## config.mk

```make
export PLATFORM = sky130hd
export DESIGN_NAME = mem_arbiter
export DESIGN_NICKNAME = d
export VERILOG_FILES = /design/src/rtl/formato_pkg.sv /design/src/rtl/sat_counter.sv /design/src/rtl/mem_arbiter.sv
export SDC_FILE = /design/constraint.sdc
export NUM_CORES = 1
export LEC_CHECK = 0
export CAP_MARGIN = 10
export CELL_PAD_IN_SITES_DETAIL_PLACEMENT = 1
export CELL_PAD_IN_SITES_GLOBAL_PLACEMENT = 2
export CORE_MARGIN = 1
export CORE_UTILIZATION = 18
export CTS_CLUSTER_SIZE = 20
export DETAILED_ROUTE_END_ITERATION = 8
export GPL_ROUTABILITY_DRIVEN = 1
export PLACE_DENSITY_LB_ADDON = 0.1
export REMOVE_ABC_BUFFERS = 1
export SETUP_SLACK_MARGIN = 0.15
export SYNTH_ARGS = -nofsm -noshare
export SYNTH_HDL_FRONTEND = slang
export SYNTH_SLANG_ARGS = --single-unit
```

## constraint.sdc

```tcl
create_clock -name clk -period 3.2 [get_ports clk]
set_clock_uncertainty 0.05 [all_clocks]
set_input_delay 0.32 -clock clk [delete_from_list [all_inputs] [get_ports clk]]
set_output_delay 0.32 -clock clk [all_outputs]
set_load 0.05 [all_outputs]
```

## src/rtl/formato_pkg.sv

```systemverilog
// Shared types and address map for the pixel-memory arbiter and its neighbours.
package formato_pkg;

    localparam int unsigned STALL_W = 16;

    localparam logic [18:0] OUT_BASE  = 19'h40000;
    localparam logic [18:0] PERF_BASE = 19'h58000;

    typedef enum logic [1:0] {
        OWN_HOST   = 2'd0,
        START_WAIT = 2'd1,
        OWN_ENG    = 2'd2,
        DRAIN      = 2'd3
    } owner_t;

endpackage

```

## src/rtl/sat_counter.sv

```systemverilog
// Up-counter with enable that sticks at all-ones instead of wrapping.
module sat_counter #(
    parameter int unsigned W = 16
) (
    input  logic         clk,
    input  logic         rst,
    input  logic         i_en,
    output logic [W-1:0] o_cnt
);

    logic [W-1:0] r_cnt;

    always_ff @(posedge clk) begin
        if (rst) begin
            r_cnt <= '0;
        end else if (i_en && (r_cnt != {W{1'b1}})) begin
            r_cnt <= r_cnt + W'(1);
        end
    end

    assign o_cnt = r_cnt;

endmodule

```

## src/rtl/mem_arbiter.sv

```systemverilog
// Shares the single-port pixel memory between the host loader and the
// downscaling engine, and sequences the engine start/run/drain handshake.
module mem_arbiter
    import formato_pkg::*;
#(
    parameter int unsigned ADDR_W        = 19,
    parameter int unsigned DATA_W        = 8,
    parameter int unsigned START_TIMEOUT = 16
) (
    input  logic               clk,
    input  logic               rst,
    input  logic               host_req,
    input  logic               host_we,
    input  logic [ADDR_W-1:0]  host_addr,
    input  logic [DATA_W-1:0]  host_wdata,
    output logic               host_gnt,
    output logic               host_rvalid,
    output logic [DATA_W-1:0]  host_rdata,
    input  logic               host_start,
    output logic               eng_start,
    input  logic               eng_busy,
    input  logic               eng_we,
    input  logic [ADDR_W-1:0]  eng_addr,
    input  logic [DATA_W-1:0]  eng_wdata,
    output logic [DATA_W-1:0]  eng_rdata,
    output logic               mem_we,
    output logic [ADDR_W-1:0]  mem_addr,
    output logic [DATA_W-1:0]  mem_wdata,
    input  logic [DATA_W-1:0]  mem_rdata,
    output logic [1:0]         owner,
    output logic               run_done,
    output logic               timeout_err,
    output logic [STALL_W-1:0] stall_cnt
);

    localparam int unsigned TO_W = $clog2(START_TIMEOUT + 1);

    owner_t            r_state;
    owner_t            w_state_nxt;
    logic [TO_W-1:0]   r_to_cnt;
    logic              r_eng_start;
    logic              r_timeout_err;
    logic              r_rvalid;
    logic              r_run_done;
    logic              w_start_ok;
    logic              w_timeout;
    logic              w_host_gnt;
    logic              w_mem_we;
    logic [ADDR_W-1:0] w_mem_addr;
    logic [DATA_W-1:0] w_mem_wdata;

    // A start is refused while read data is still coming back to the host.
    assign w_start_ok = (r_state == OWN_HOST) && host_start && !r_rvalid;
    assign w_timeout  = (r_state == START_WAIT) && !eng_busy
                        && (r_to_cnt == TO_W'(START_TIMEOUT - 1));

    always_ff @(posedge clk) begin
        if (rst) begin
            r_state <= OWN_HOST;
        end else begin
            r_state <= w_state_nxt;
        end
    end

    always_comb begin
        w_state_nxt = r_state;
        case (r_state)
            OWN_HOST:   if (w_start_ok) w_state_nxt = START_WAIT;
            START_WAIT: begin
                if (eng_busy) begin
                    w_state_nxt = OWN_ENG;
                end else if (w_timeout) begin
                    w_state_nxt = OWN_HOST;
                end
            end
            OWN_ENG:    if (!eng_busy) w_state_nxt = DRAIN;
            DRAIN:      w_state_nxt = OWN_HOST;
            default:    w_state_nxt = OWN_HOST;
        endcase
    end

    // Memory mux; the engine keeps address/data from START_WAIT on so its reads see no gap.
    always_comb begin
        w_host_gnt  = 1'b0;
        w_mem_we    = 1'b0;
        w_mem_addr  = eng_addr;
        w_mem_wdata = eng_wdata;
        case (r_state)
            OWN_HOST: begin
                w_host_gnt  = host_req && !host_start && !rst;
                w_mem_we    = host_we && w_host_gnt;
                w_mem_addr  = host_addr;
                w_mem_wdata = host_wdata;
            end
            START_WAIT: w_mem_we = 1'b0;
            OWN_ENG:    w_mem_we = eng_we;
            DRAIN:      w_mem_we = eng_we;
            default:    w_mem_we = 1'b0;
        endcase
    end

    always_ff @(posedge clk) begin
        if (rst) begin
            r_eng_start   <= 1'b0;
            r_timeout_err <= 1'b0;
            r_rvalid      <= 1'b0;
            r_run_done    <= 1'b0;
            r_to_cnt      <= '0;
        end else begin
            r_rvalid   <= w_host_gnt && !host_we;
            r_run_done <= (r_state == DRAIN);
            r_to_cnt   <= (r_state == START_WAIT) ? r_to_cnt + TO_W'(1) : '0;
            if (w_start_ok) begin
                r_eng_start   <= 1'b1;
                r_timeout_err <= 1'b0;
            end else if ((r_state == START_WAIT) && (eng_busy || w_timeout)) begin
                r_eng_start <= 1'b0;
            end
            if (w_timeout) begin
                r_timeout_err <= 1'b1;
            end
        end
    end

    sat_counter #(
        .W (STALL_W)
    ) u_stall_cnt (
        .clk   (clk),
        .rst   (rst),
        .i_en  (host_req && !w_host_gnt),
        .o_cnt (stall_cnt)
    );

    assign host_gnt    = w_host_gnt;
    assign host_rvalid = r_rvalid;
    assign host_rdata  = mem_rdata;
    assign eng_start   = r_eng_start;
    assign eng_rdata   = mem_rdata;
    assign mem_we      = w_mem_we;
    assign mem_addr    = w_mem_addr;
    assign mem_wdata   = w_mem_wdata;
    assign owner       = 2'(r_state);
    assign run_done    = r_run_done;
    assign timeout_err = r_timeout_err;

endmodule
```

Word level (Yosys, flattened, before mapping):

Cells that the tools add are included.

* flip-flop bits (word level): 27
* input port bits: 69
* output and inout port bits: 67
* word-level logic and storage cells: 55

* $add $sub $neg: 2
* equal/unequal tests: 8
* multiplexer cells: 13
* bitwise gates (word level): 1
* reductions and logical operators: 24

Operator list (count)
* $mux 19: 1
* $add 16x1->16 const B: 1
* $ne 16x16->1 const B: 1
* $logic_and 1x1->1: 11
* $mux 2: 4
* $mux 8: 1
* $pmux 2 s4: 1
* $logic_not 1->1: 6
* $add 5x1->5 const B: 1
* $eq 5x4->1 const B: 1
* $mux 1: 5
* $eq 2x2->1 const B: 2
* $ne 2x2->1 const B: 2
* $reduce_bool 2->1: 2
* $reduce_or 2->1: 2
* $ne 3x3->1 const B: 1
* $pmux 1 s3: 1
* $reduce_and 3->1: 1
* $eq 2x1->1 const B: 1
* $logic_not 2->1: 1
* $logic_or 1x1->1: 1
* $not 1->1: 1

Depth between registers and ports, before layout:

Gate-level depths: netlist of run 1.

* word-level depth: 7
* gate-level depth with buffers: 6
* gate-level depth less buffers: 6

By module:

From an unflattened synthesis of run 1, not the netlist that was laid out.

* cells, all modules: 193
* area total of the unflattened synthesis: 1735.4 µm²

By module, submodules not included
* mem_arbiter: times used 1, cells each 94, area an instance 887.1 µm²
* sat_counter: times used 1, cells each 99, area an instance 848.3 µm²

Worst setup path before layout of run 1:

Ideal clock, no wire load.

* kind: reg2out
* from: reg with a tool-made name
* to: out mem_we
* arrival time: 2.206 ns
* required time: 2.830 ns
* setup slack: 0.624 ns
* stages on the path, launching flop included: 6
* buffers on the path: 2
* path through: dfxtp_1 -> buf_2 -> nor2_1 -> clkbuf_1 -> and3_1 -> a22o_1

RTL lines
* to (decl): RTL line mem_arbiter.sv:26 `output logic mem_we,`

==> out/results.tsv, run 1 <==
stage	metric	value	unit
worst_setup_path	cp-end-kind	primary output	
cts	cts.sinks	27	
sta	slew-limit-headroom	50.7	%
cts	clock_path_buffers	2	
global_routing	grt_max_degree	30	
yosys	synth_cell_types	39	
worst_setup_path	crit_arrival	2310	ps
yosys	async_flop_share	0	%
yosys	netlist_top_cells_area	dfxtp_1 32%, mux2_2 18%, buf_4 7.0%	
worst_setup_path	critPathKind	flip-flop to primary output	
cells_and_area	fillers	1081	
global_routing	grt_use_total	13.9	%
floorplan	start_util	18.5	%
yosys	synthCells	193	
cts	post_cts_buffers	0	
routing	wl_met2	3460	um
sta	rsz0062_at_grt	no	
cts	post_cts_resized	0	
power_and_ir_drop	peakVddDrop	156	uV
yosys	synth_simple_gate_area_share	21.1	%
yosys	synth_compound_area_share	14.8	%
global_routing	grt_pass1_wl	10600	um
yosys	ys.flop_type	dfxtp_1	
cts	cts_root_buffer	clkbuf_8	
routing	drt_drc_violations_left	0	
sta	drv_slew	0	
sta	hold_viol_final	0	
routing	wirelength_met1	3040	um
sta	fmax	373	MHz
yosys	synth_top_area_share	31.6	%
worst_setup_path	worstSetupStartpointType	flip-flop	
routing	detail_route.first_pass.iterations	4	
hold_path	hold_class	flip-flop to flip-flop	
run_status	status	finished clean	
sta	max_slew.worst_pin.slew	735	ps
sta	timing.hold.ws	410	ps
job	max_cap_viol_count	0	
floorplan	core-area	0.00924	mm2
cells_and_area	synthToLayoutAreaGrowth	69.8	%
yosys	yosysSeqAreaShare	31.6	%
routing	drt_iter0_markers	43	
sta	setup_viol	0	
floorplan	die_h	99.5	um
floorplan	io_pins	136	
cells_and_area	multi_input_area	998	um2
place	place.gp.congestion	0.752	
yosys	synth.area.mux_share	19.1	%
floorplan	die_x	99.5	um
global_routing	grt_overflow_total	0	
cts	clk_latency	280	ps
place	hpwl	5580	um
yosys	ys_warn_count	0	
routing	vias	1848	
cells_and_area	drive_gt1_share	14.6	%
cts	ctsHoldBuffers	0	
cells_and_area	regArea	541	um2
place	port_buffers	111	
yosys	synth_top_family_by_area	simple AND/OR/NAND/NOR gates	
yosys	yosysMostFrequentCell	mux2_2	
yosys	ys_seq_elements	27	
cells_and_area	fin_util	31.5	%
yosys	synth-adder-area-share	2.19	%
cells_and_area	final_nets	360	
yosys	netlist_area	0.00171	mm2
routing	route.met3.wl	293	um
routing	wirelength	6850	um
routing	wl_per_cell	16.5	um
sta	min_period_over_period	83.8	%
yosys	synth_commonest_cells	28 x mux2_2, 27 x dfxtp_1, 18 x a21oi_1, 16 x buf_4, 14 x nor2_1	
floorplan	rows	35	
global_routing	antenna_found_initial	0	
yosys	syn_area_per_cell	8.87	um2
yosys	synth_top_area_cell	dfxtp_1	
yosys	synth-xor-area-share	1.02	%
cts	clk_pin_slew_worst_paths	110	ps
yosys	synth_edf_count	0	
power_and_ir_drop	leakagePower	0.963	nW
routing	top_layer	met4	
routing	ant_nets	0	
cts	cts_htree_levels	1	
sta	layout_min_cycle_time	2680	ps
worst_setup_path	path_max_fanout	29	
global_routing	grt_pass1_vias	1895	
power_and_ir_drop	power_density	368	mW/mm2
floorplan	die_area	0.00990	mm2
routing	viasPerCell	4.44	
worst_setup_path	worstPathRequired	2830	ps
cells_and_area	n_antenna_cell	0	
cts	numCtsBuffers	3	
cts	cts_tree	done	
[cells by family (layout without fill, tap and decap cells)]
logic type                 count (synthesis)  after routing
adders and majority gates                  3              3
muxes                                     29             29
xor gates and xnor gates                   2              2
and+or+nand+nor                           63             63
DFF                                       27             27
buffers and inverters                     30            124
AOI/OAI and AO/OA                         39             39
[worst paths after layout]
path              cells past startpoint  slack [ps]            startpoint                    end
hold reg to reg                       1         410           r_to_cnt[0]            r_to_cnt[0]
setup / recovery                      4         520             flip-flop           mem_addr[18]
setup reg to reg                      5        1070  u_stall_cnt.o_cnt[0]  u_stall_cnt.o_cnt[12]
hold / removal                        1         410           r_to_cnt[0]            r_to_cnt[0]
[flip-flops by register name, indices dropped and copies added, names as in the netlist, named ones only]
signal and count:
u_stall_cnt.o_cnt 16, r_to_cnt 5, owner 1, eng_start 1, run_done 1, timeout_err 1
host_rvalid 1
[cell usage in the layout (no fill, tap or decap), drive strengths merged, types with 2 or more instances in the layout]
cell           Yosys  layout
mux2              29      29
nand3b             2       2
dfxtp             27      27
nor4               2       2
clkdlybuf4s50      0     110
a21oi             18      18
inv                5       5
o21ai              5       5
o41ai              3       3
ha                 3       3
nor2              14      14
buf               19       5
nor2b              2       2
and3               4       4
or2                2       2
or4               11      11
or3                3       3
nand4              5       5
nand3              5       5
clkbuf             6       3
nor3               2       2
nand2              8       8
o31ai              8       8
[metrics by stage]
| stage | instance area, um2 | instances | setup WS (ps) | setup TNS, ps | total power, W |
|---|---|---|---|---|---|
| 6_report | 2910 | 416 | 517 | 0 | 0.00107 |
| 2_1_floorplan | 1560 | 168 | -182 | -182 | 0.000659 |
| 3_3_place_gp | 2860 | 412 | 802 | 0 | 0.000873 |
| 5_1_grt | 2910 | 416 | 355 | 0 | 0.00112 |
| 4_1_cts | 2910 | 416 | 459 | 0 | 0.00109 |
| 3_5_place_dp | 2860 | 412 | 777 | 0 | 0.000870 |
[critical path, stage by stage, from the launching register on]
cell and delay (ps):
dfxtp_1 420, nor2_2 130, buf_4 350, mux2_2 380
clkdlybuf4s50_1 740
[power by group]
| part | leakage (nW) | internal, W | switching, W | total, W |
|---|---|---|---|---|
| logic | 0.723 | 0.000217 | 0.000288 | 0.000505 |
| registers | 0.218 | 0.000343 | 0.0000113 | 0.000355 |
| clock network | 0.0217 | 0.0000886 | 0.000120 | 0.000209 |
[routing by layer]
layer  GRT usage (%)  vias to the layer above
li1                -                      888
met1            17.7                      908
met2            23.6                       50
met3            3.51                        2
met4            2.71                        0
met5               0                        -
[final cells by class]
| cell class | instances | area share, % |
|---|---|---|
| Clock buffer | 3 | 1.42 |
| Clock inverter | 1 | 0.258 |
| Inverter | 5 | 0.646 |
| Multi-Input combinational cell | 136 | 34.4 |
| Sequential cell | 27 | 18.6 |
| Tap cell | 129 | 5.55 |
| Timing Repair Buffer | 115 | 39.2 |
(Power assumes the default switching activity.)
==> run 2: changes to the inputs <==
CORE_UTILIZATION = 17   (was 18)
clock period = 2.8 ns   (was 3.2 ns; I/O delays follow)
==> run 2 against run 1 <==
- clock power increased by 11%
- sequential share of layout area decreased by 0.42 points
- die area rose by 5.8%
- critical path depth is the same
- worst setup slack worse by 120 ps
- combinational power grew 18%
- largest cell class unchanged
- highest routed layer unchanged
- register-to-register slack lost 440 ps
- largest power group unchanged
- global-route usage down 1.8 points
- wire length down 7.7%
- non-clock buffer count grew 4
- final cell count increased by 1.9%
- via count is 0.11% lower
==> out/results.tsv, run 2 (synthesis results as in run 1) <==
stage	metric	value	unit
power_and_ir_drop	total_power	0.00123	W
cts	numCtsBuffers	3	
routing	viasPerCell	4.35	
cts	cts_htree_levels	1	
place	place_area	0.00293	mm2
cts	post_cts_resized	0	
floorplan	die_x	102	um
routing	drt_iter0_markers	19	
global_routing	antenna_found_initial	0	
sta	max_slew.worst_pin.slew	561	ps
cells_and_area	final_cell_mix	109 x clkdlybuf4s50_1, 28 x mux2_2, 27 x dfxtp_1	
floorplan	io_pins	136	
routing	drt_drc_violations_left	0	
routing	ant_nets	0	
cts	post_cts_buffers	0	
place	port_buffers	111	
power_and_ir_drop	peakVddDrop	174	uV
place	place.gp.congestion	0.635	
cells_and_area	fin_util	30.4	%
worst_setup_path	cp-end-kind	primary output	
floorplan	core-area	0.00977	mm2
sta	fin_ws	393	ps
sta	timing.hold.ws	413	ps
sta	hold_viol_final	0	
routing	detail_route.first_pass.iterations	4	
job	max_cap_viol_count	0	
run_status	status	finished clean	
cts	ctsHoldBuffers	0	
sta	fmax	415	MHz
sta	drv_slew	0	
power_and_ir_drop	power_density	413	mW/mm2
sta	min_period_over_period	86.0	%
cells_and_area	final_common_cell	clkdlybuf4s50_1	
place	hpwl	5080	um
cells_and_area	final_nets	364	
cts	cts.sinks	27	
sta	layout_min_cycle_time	2410	ps
cells_and_area	largest_register_ff_count	16	
worst_setup_path	critPathKind	flip-flop to primary output	
cells_and_area	n_antenna_cell	0	
worst_setup_path	path_max_fanout	29	
cells_and_area	drive_gt1_share	16.2	%
sta	rsz0062_at_grt	no	
power_and_ir_drop	leakagePower	1.00	nW
cells_and_area	final_area	0.00297	mm2
routing	vias	1846	
global_routing	grt_pass1_wl	9730	um
worst_setup_path	worstPathRequired	2470	ps
cts	clk_latency	280	ps
floorplan	start_util	17.5	%
global_routing	grt_pass1_vias	1973	
cts	cts_tree	done	
cts	cts_root_buffer	clkbuf_8	
cts	clock_path_buffers	2	
floorplan	die_h	102	um
global_routing	grt_overflow_total	0	
floorplan	die_area	0.0105	mm2
routing	wl_per_cell	14.9	um
cts	clk_pin_slew_worst_paths	90	ps
floorplan	rows	36	
worst_setup_path	crit_arrival	2080	ps
global_routing	grt_max_degree	30	
sta	slew-limit-headroom	62.5	%
cells_and_area	synthToLayoutAreaGrowth	73.8	%
hold_path	hold_class	flip-flop to flip-flop	
worst_setup_path	worstSetupStartpointType	flip-flop	
global_routing	grt_use_total	12.0	%
place	place_ws	429	ps
sta	setup_viol	0	
routing	wirelength	6330	um
==> run 2: changes by cell type in the layout (fill, tap and decap cells not counted), sizes merged <==
cell | previous run | this run
clkinvlp | 1 | 0
buf | 5 | 10
clkinv | 0 | 1
clkdlybuf4s50 | 110 | 109
==> run 2: metal layers <==
| layer | wire, um | track usage (%) |
|---|---|---|
| met2 | 2870 | 20.0 |
| met1 | 2640 | 13.6 |
| met3 | 789 | 6.16 |
| met5 | 0 | 1.92 |
| met4 | 28 | 2.64 |
==> run 2: final timing paths <==
kind | slack (ps) | start | cells past startpoint | end
worst min register to register | 410 | r_to_cnt[0] | 1 | r_to_cnt[0]
worst max-delay path | 390 | flip-flop | 4 | mem_addr[8]
worst min-delay path | 410 | r_to_cnt[0] | 1 | r_to_cnt[0]
worst max register to register | 630 | u_stall_cnt.o_cnt[0] | 5 | u_stall_cnt.o_cnt[14]
==> run 2: critical path, cell delays in order, from the launching register on <==
cell             delay (ps)
dfxtp_1                 330
nor2_2                  160
buf_12                  210
mux2_2                  350
clkdlybuf4s50_1         730
==> run 2: layout make-up <==
cell class | instances | area, um2
timing repair buffer | 119 | 1200
tap | 133 | 166
sequential | 27 | 541
fill | 1138 | 6800
clock buffer | 3 | 41.3
multi-input combinational | 136 | 998
inverter | 5 | 18.8
clock inverter | 1 | 5.00
==> run 2: power breakdown <==
group          total (W)  switching [W]  internal, W
sequential      0.000400     0.00000738     0.000393
clock           0.000233       0.000133     0.000100
combinational   0.000594       0.000332     0.000261
total            0.00123       0.000473     0.000754
==> run 2: per-stage QoR <==
stage	std cells	setup TNS [ps]
3_3_place_gp	420	0
6_report	424	0
3_5_place_dp	420	0
2_1_floorplan	168	-562
4_1_cts	424	0
5_1_grt	424	0
==> run 3: changes to the inputs <==
GPL_TIMING_DRIVEN = 0   (was default)
RECOVER_POWER = 50   (was default)
==> run 3 against run 2 <==
- critical path depth stayed put
- fmax is 6.6% lower
- first-iteration DRC count grew to 3.9 times the previous value
- critical endpoint unchanged
- highest routed layer unchanged
==> out/results.tsv, run 3 (synthesis results as in run 1) <==
stage	metric	value	unit
job	max_cap_viol_count	0	
place	port_buffers	111	
cells_and_area	final_common_cell	clkdlybuf4s50_1	
global_routing	antenna_found_initial	0	
routing	top_layer	met4	
cells_and_area	largest_register_ff_count	16	
cts	cts_htree_levels	1	
place	hpwl	4930	um
worst_setup_path	worstPathRequired	2470	ps
cts	clock_path_buffers	2	
cells_and_area	final_area	0.00297	mm2
power_and_ir_drop	power_density	418	mW/mm2
worst_setup_path	crit_buf_inv	2	
place	place.gp.congestion	0.664	
cells_and_area	final_cell_mix	90 x clkdlybuf4s50_1, 28 x mux2_2, 26 x dfxtp_1	
worst_setup_path	max_stage_delay	830	ps
routing	viasPerCell	4.49	
routing	drt_iter0_markers	75	
sta	slew-limit-headroom	44.9	%
floorplan	rows	36	
sta	max_slew.worst_pin.slew	820	ps
sta	drv_slew	0	
routing	drt_drc_violations_left	0	
cts	clk_pin_slew_worst_paths	100	ps
global_routing	grt_max_degree	27	
cts	numCtsBuffers	3	
worst_setup_path	cp_top_family	buffers and inverters	
run_status	status	finished clean	
floorplan	start_util	17.5	%
routing	vias	1893	
sta	setup_viol	0	
power_and_ir_drop	peakVddDrop	191	uV
cells_and_area	synthToLayoutAreaGrowth	73.3	%
worst_setup_path	crit_arrival	2250	ps
worst_setup_path	worstSetupStartpointType	flip-flop	
worst_setup_path	path_max_fanout	10	
global_routing	grt_use_total	12.4	%
cts	clk_latency	280	ps
floorplan	die_x	102	um
worst_setup_path	worstPathCellList	nor2_4 -> buf_12 -> mux2_2 -> clkdlybuf4s50_1	
worst_setup_path	critPathKind	flip-flop to primary output	
sta	rsz0062_at_grt	no	
sta	final.setup.tns	0	ps
routing	wirelength_met1	2610	um
global_routing	grt_overflow_total	0	
cts	cts_tree	done	
global_routing	grt_pass1_wl	10000	um
sta	fmax	388	MHz
sta	min_period_over_period	92.0	%
sta	layout_min_cycle_time	2580	ps
routing	ant_nets	0	
hold_path	hold_class	flip-flop to flip-flop	
routing	route.met3.wl	861	um
floorplan	die_h	102	um
cts	cts.sinks	27	
worst_setup_path	cp-end-kind	primary output	
floorplan	core-area	0.00977	mm2
global_routing	grt_pass1_vias	1977	
power_and_ir_drop	leakagePower	1.06	nW
routing	wl_per_cell	15.2	um
floorplan	io_pins	136	
routing	detail_route.first_pass.iterations	4	
cells_and_area	final_nets	362	
cells_and_area	n_antenna_cell	0	
routing	wl_met2	2900	um
cells_and_area	drive_gt1_share	15.6	%
cts	cts_root_buffer	clkbuf_8	
place	place_area	0.00285	mm2
sta	hold_viol_final	0	
routing	wirelength	6410	um
worst_setup_path	critPathSlowestCell	clkdlybuf4s50_1	
floorplan	die_area	0.0105	mm2
-- run 3: cell count changes in the layout (fill, tap and decap cells not counted) --
cell | previous run | this run
buf_12 | 3 | 2
dlygate4sd3_1 | 0 | 20
clkdlybuf4s50_1 | 109 | 90
buf_4 | 7 | 2
clkdlybuf4s15_2 | 0 | 1
nor2_2 | 1 | 0
dfxtp_1 | 27 | 26
buf_6 | 0 | 1
nor2_4 | 0 | 2
dfxtp_2 | 0 | 1
-- run 3: per-layer routing --
metal	global-route usage [%]	vias up
li1	-	896
met1	14.5	894
met2	19.6	101
met3	7.39	2
met4	2.64	0
met5	0	-
-- run 3: where the power goes --
part	leakage [nW]	switching [W]	internal, W	total, W
clock network	0.0255	0.000134	0.000100	0.000234
registers	0.219	0.0000175	0.000393	0.000410
logic	0.811	0.000328	0.000266	0.000594
-- run 3: repair_timing --
item | CTS | global route
pin swaps | 2 | 0
buffers inserted | 3 | 0
gates cloned | 1 | 0
gates resized for setup | 4 | 2
endpoints found under the hold margin | 0 | 0
hold buffers | 0 | 0
setup endpoints to repair | 43 | 19
-- run 3: cell type report --
type | count | area, um2
well taps | 133 | 166
flip-flops and latches | 27 | 542
clock buffers | 3 | 41.3
fillers | 1150 | 6810
repair buffers | 116 | 1180
inverters | 5 | 18.8
clock inverters | 1 | 5.00
multi-input cells | 137 | 1010
-- run 3: worst paths after layout --
check / cells after the start / endpoint / slack, ps / startpoint
worst max-delay path: 4 / mem_addr[8] / 220 / flip-flop
worst min-delay path: 1 / r_to_cnt[0] / 400 / r_to_cnt[0]
worst max register to register: 5 / u_stall_cnt.o_cnt[14] / 380 / flip-flop
worst min register to register: 1 / r_to_cnt[0] / 400 / r_to_cnt[0]
-- run 3: through the flow --
step / hold slack (ps) / utilization (%) / setup WS (ps) / std cells / power (W)
final: 404 / 30.4 / 223 / 422 / 0.00124
after global routing: 440 / 30.4 / 119 / 422 / 0.00131
after CTS: 410 / 30.3 / 186 / 421 / 0.00126
after detailed placement: 388 / 29.2 / -582 / 413 / 0.000986
after global placement: 385 / 29.0 / -1300 / 412 / 0.000991
after floorplan: 299 / - / -542 / 168 / 0.000754
==> RTL change (config.mk and constraints of run 2) <==
The parameter `ADDR_W` goes from 19 to 27.
--- a/src/rtl/mem_arbiter.sv
+++ b/src/rtl/mem_arbiter.sv
@@ -3,7 +3,7 @@
 module mem_arbiter
     import formato_pkg::*;
 #(
-    parameter int unsigned ADDR_W        = 19,
+    parameter int unsigned ADDR_W        = 27,
     parameter int unsigned DATA_W        = 8,
     parameter int unsigned START_TIMEOUT = 16
 ) (
Ports: changed (resized eng_addr, host_addr and mem_addr); port bits go from 136 to 160. No check against the original RTL was run, so the function may have changed too.
==> RTL change against run 2 <==
- design area up 7.1%
- count of clock-buffer cells in the layout unchanged
- sequential cell count unchanged
- worst setup slack better by 0.082 ns
- power up 11%
- area after synthesis up 4.8%
- final cell count up 7.1%
- routed wire length up 14%
- largest cell class unchanged
- highest routed layer unchanged
==> RTL change: results <==
set metrics [dict create \
    nets 407 \
    synthCells 200 \
    status "complete, no violations" \
    diodes 0 \
    postCtsSetupBuffers 0 \
    drc 0 \
    hold_class "reg -> reg" \
    antenna_left 0 \
    drive_above_1_share_pct 27.4 \
    grt_pass1_wl_um 11100 \
    firstDrtPassIters 4 \
    port-buffer-count 135 \
    post_cts_resized 0 \
    worstPathArrival_ns 1.99 \
    largest_reg_flops 16 \
    synth_common_cells "36 x mux2_2, 27 x dfxtp_1, 17 x nor2_1, 16 x buf_4, 13 x a21oi_1" \
    path_clk_slew_ns 0.10 \
    stdcell_count 454 \
    clock_latency_ns 0.28 \
    grt_pass1_vias 2154 \
    p_leak_nw 1.16 \
    drt_iter0_drc 55 \
    htree_levels 1 \
    ys_async_sr_fraction_pct 0 \
    synth_cell_types 38 \
    gp_congestion 0.702 \
    clock-root-buffer "clkbuf_8" \
    routed_via_density 4.35 \
    relSlewSlack_pct 51.5 \
    synth_area_leaders "dfxtp_1 30%, mux2_2 23%, buf_4 6.7%" \
    clk_path_buf_depth 2 \
    dp_hpwl_um 6110 \
    path_max_fanout 21 \
    ys_seq_area_share_pct 30.1 \
    grt_usage_pct 12.9 \
    ir_worst_vdd_uv 196 \
    numCtsBuffers 3 \
    antenna_found_initial 0 \
    grt_max_degree 22 \
    num-fill-cells 1224 \
    drt_wl_total_um 7210 \
    ys.warnings.count 0 \
]
-- RTL change: cell count changes after synthesis, sizes merged, moves of 2 or more --
cell | before | now
a21oi | 18 | 13
nor2 | 14 | 17
or3 | 3 | 8
o31ai | 8 | 6
buf | 19 | 21
nand2 | 8 | 6
or4 | 11 | 5
mux2 | 29 | 36
clkbuf | 6 | 4
-- RTL change: critical path, cell delays in order (launching register included) --
cell and delay [ns]:
dfxtp_1 0.44, nor2_4 0.48, buf_12 0.24, mux2_2 0.35, buf_4 0.20
-- RTL change: where the power goes --
part / switching [mW] / internal [mW]
clock: 0.137 / 0.101
sequential: 0.0154 / 0.394
combinational: 0.412 / 0.300
-- RTL change: area by class of cell --
type | count | share of cell area [%]
clock buffer | 3 | 1.30
inverter | 5 | 0.589
clock inverter | 1 | 0.236
multi-input combinational | 143 | 33.9
tap | 136 | 5.34
sequential | 27 | 17.0
timing repair buffer | 139 | 41.7
-- RTL change: per-layer routing --
metal / vias up / share of wire (%) / track usage, % / wire [um]
li1: 953 / - / - / -
met1: 937 / 41 / 14.5 / 2960
met2: 84 / 50 / 22.9 / 3610
met3: 2 / 8.2 / 5.30 / 593
met4: 0 / 0.55 / 2.11 / 40
met5: - / 0 / 0 / 0
-- RTL change: final timing paths --
| kind | endpoint | from | depth (start not counted) | slack, ns |
|---|---|---|---|---|
| worst max-delay path | mem_addr[4] | flip-flop | 4 | 0.48 |
| worst min-delay path | r_to_cnt[0]$_SDFF_PP0_ | r_to_cnt[0]$_SDFF_PP0_ | 1 | 0.40 |
| worst max register to register | u_stall_cnt.o_cnt[1]$_SDFFE_PP0P_ | u_stall_cnt.o_cnt[0]$_SDFFE_PP0P_ | 5 | 0.80 |
| worst min register to register | r_to_cnt[0]$_SDFF_PP0_ | r_to_cnt[0]$_SDFF_PP0_ | 1 | 0.40 |
-- RTL change: through the flow --
stage | utilization [%] | worst slack, ns | hold slack [ns] | instance area [um^2]
6_report | 31.0 | 0.475 | 0.403 | 3180
3_5_place_dp | 30.5 | 0.574 | 0.392 | 3140
2_1_floorplan | - | -0.897 | 0.299 | 1630
4_1_cts | 31.0 | 0.387 | 0.412 | 3180
5_1_grt | 31.0 | 0.338 | 0.438 | 3180
3_3_place_gp | 30.5 | 0.590 | 0.385 | 3140
-- RTL change: cell families (layout without fill, tap and decap cells) --
logic type      count (synthesis)  in the layout  synth area share [%]
mux                            37             37                  23.2
xor+xnor                        4              4                  1.95
fa+ha+maj                       3              3                  2.09
buf+inv                        30            148                  10.1
flops                          27             27                  30.1
compound gates                 34             34                  12.8
simple gates                   65             65                  19.7
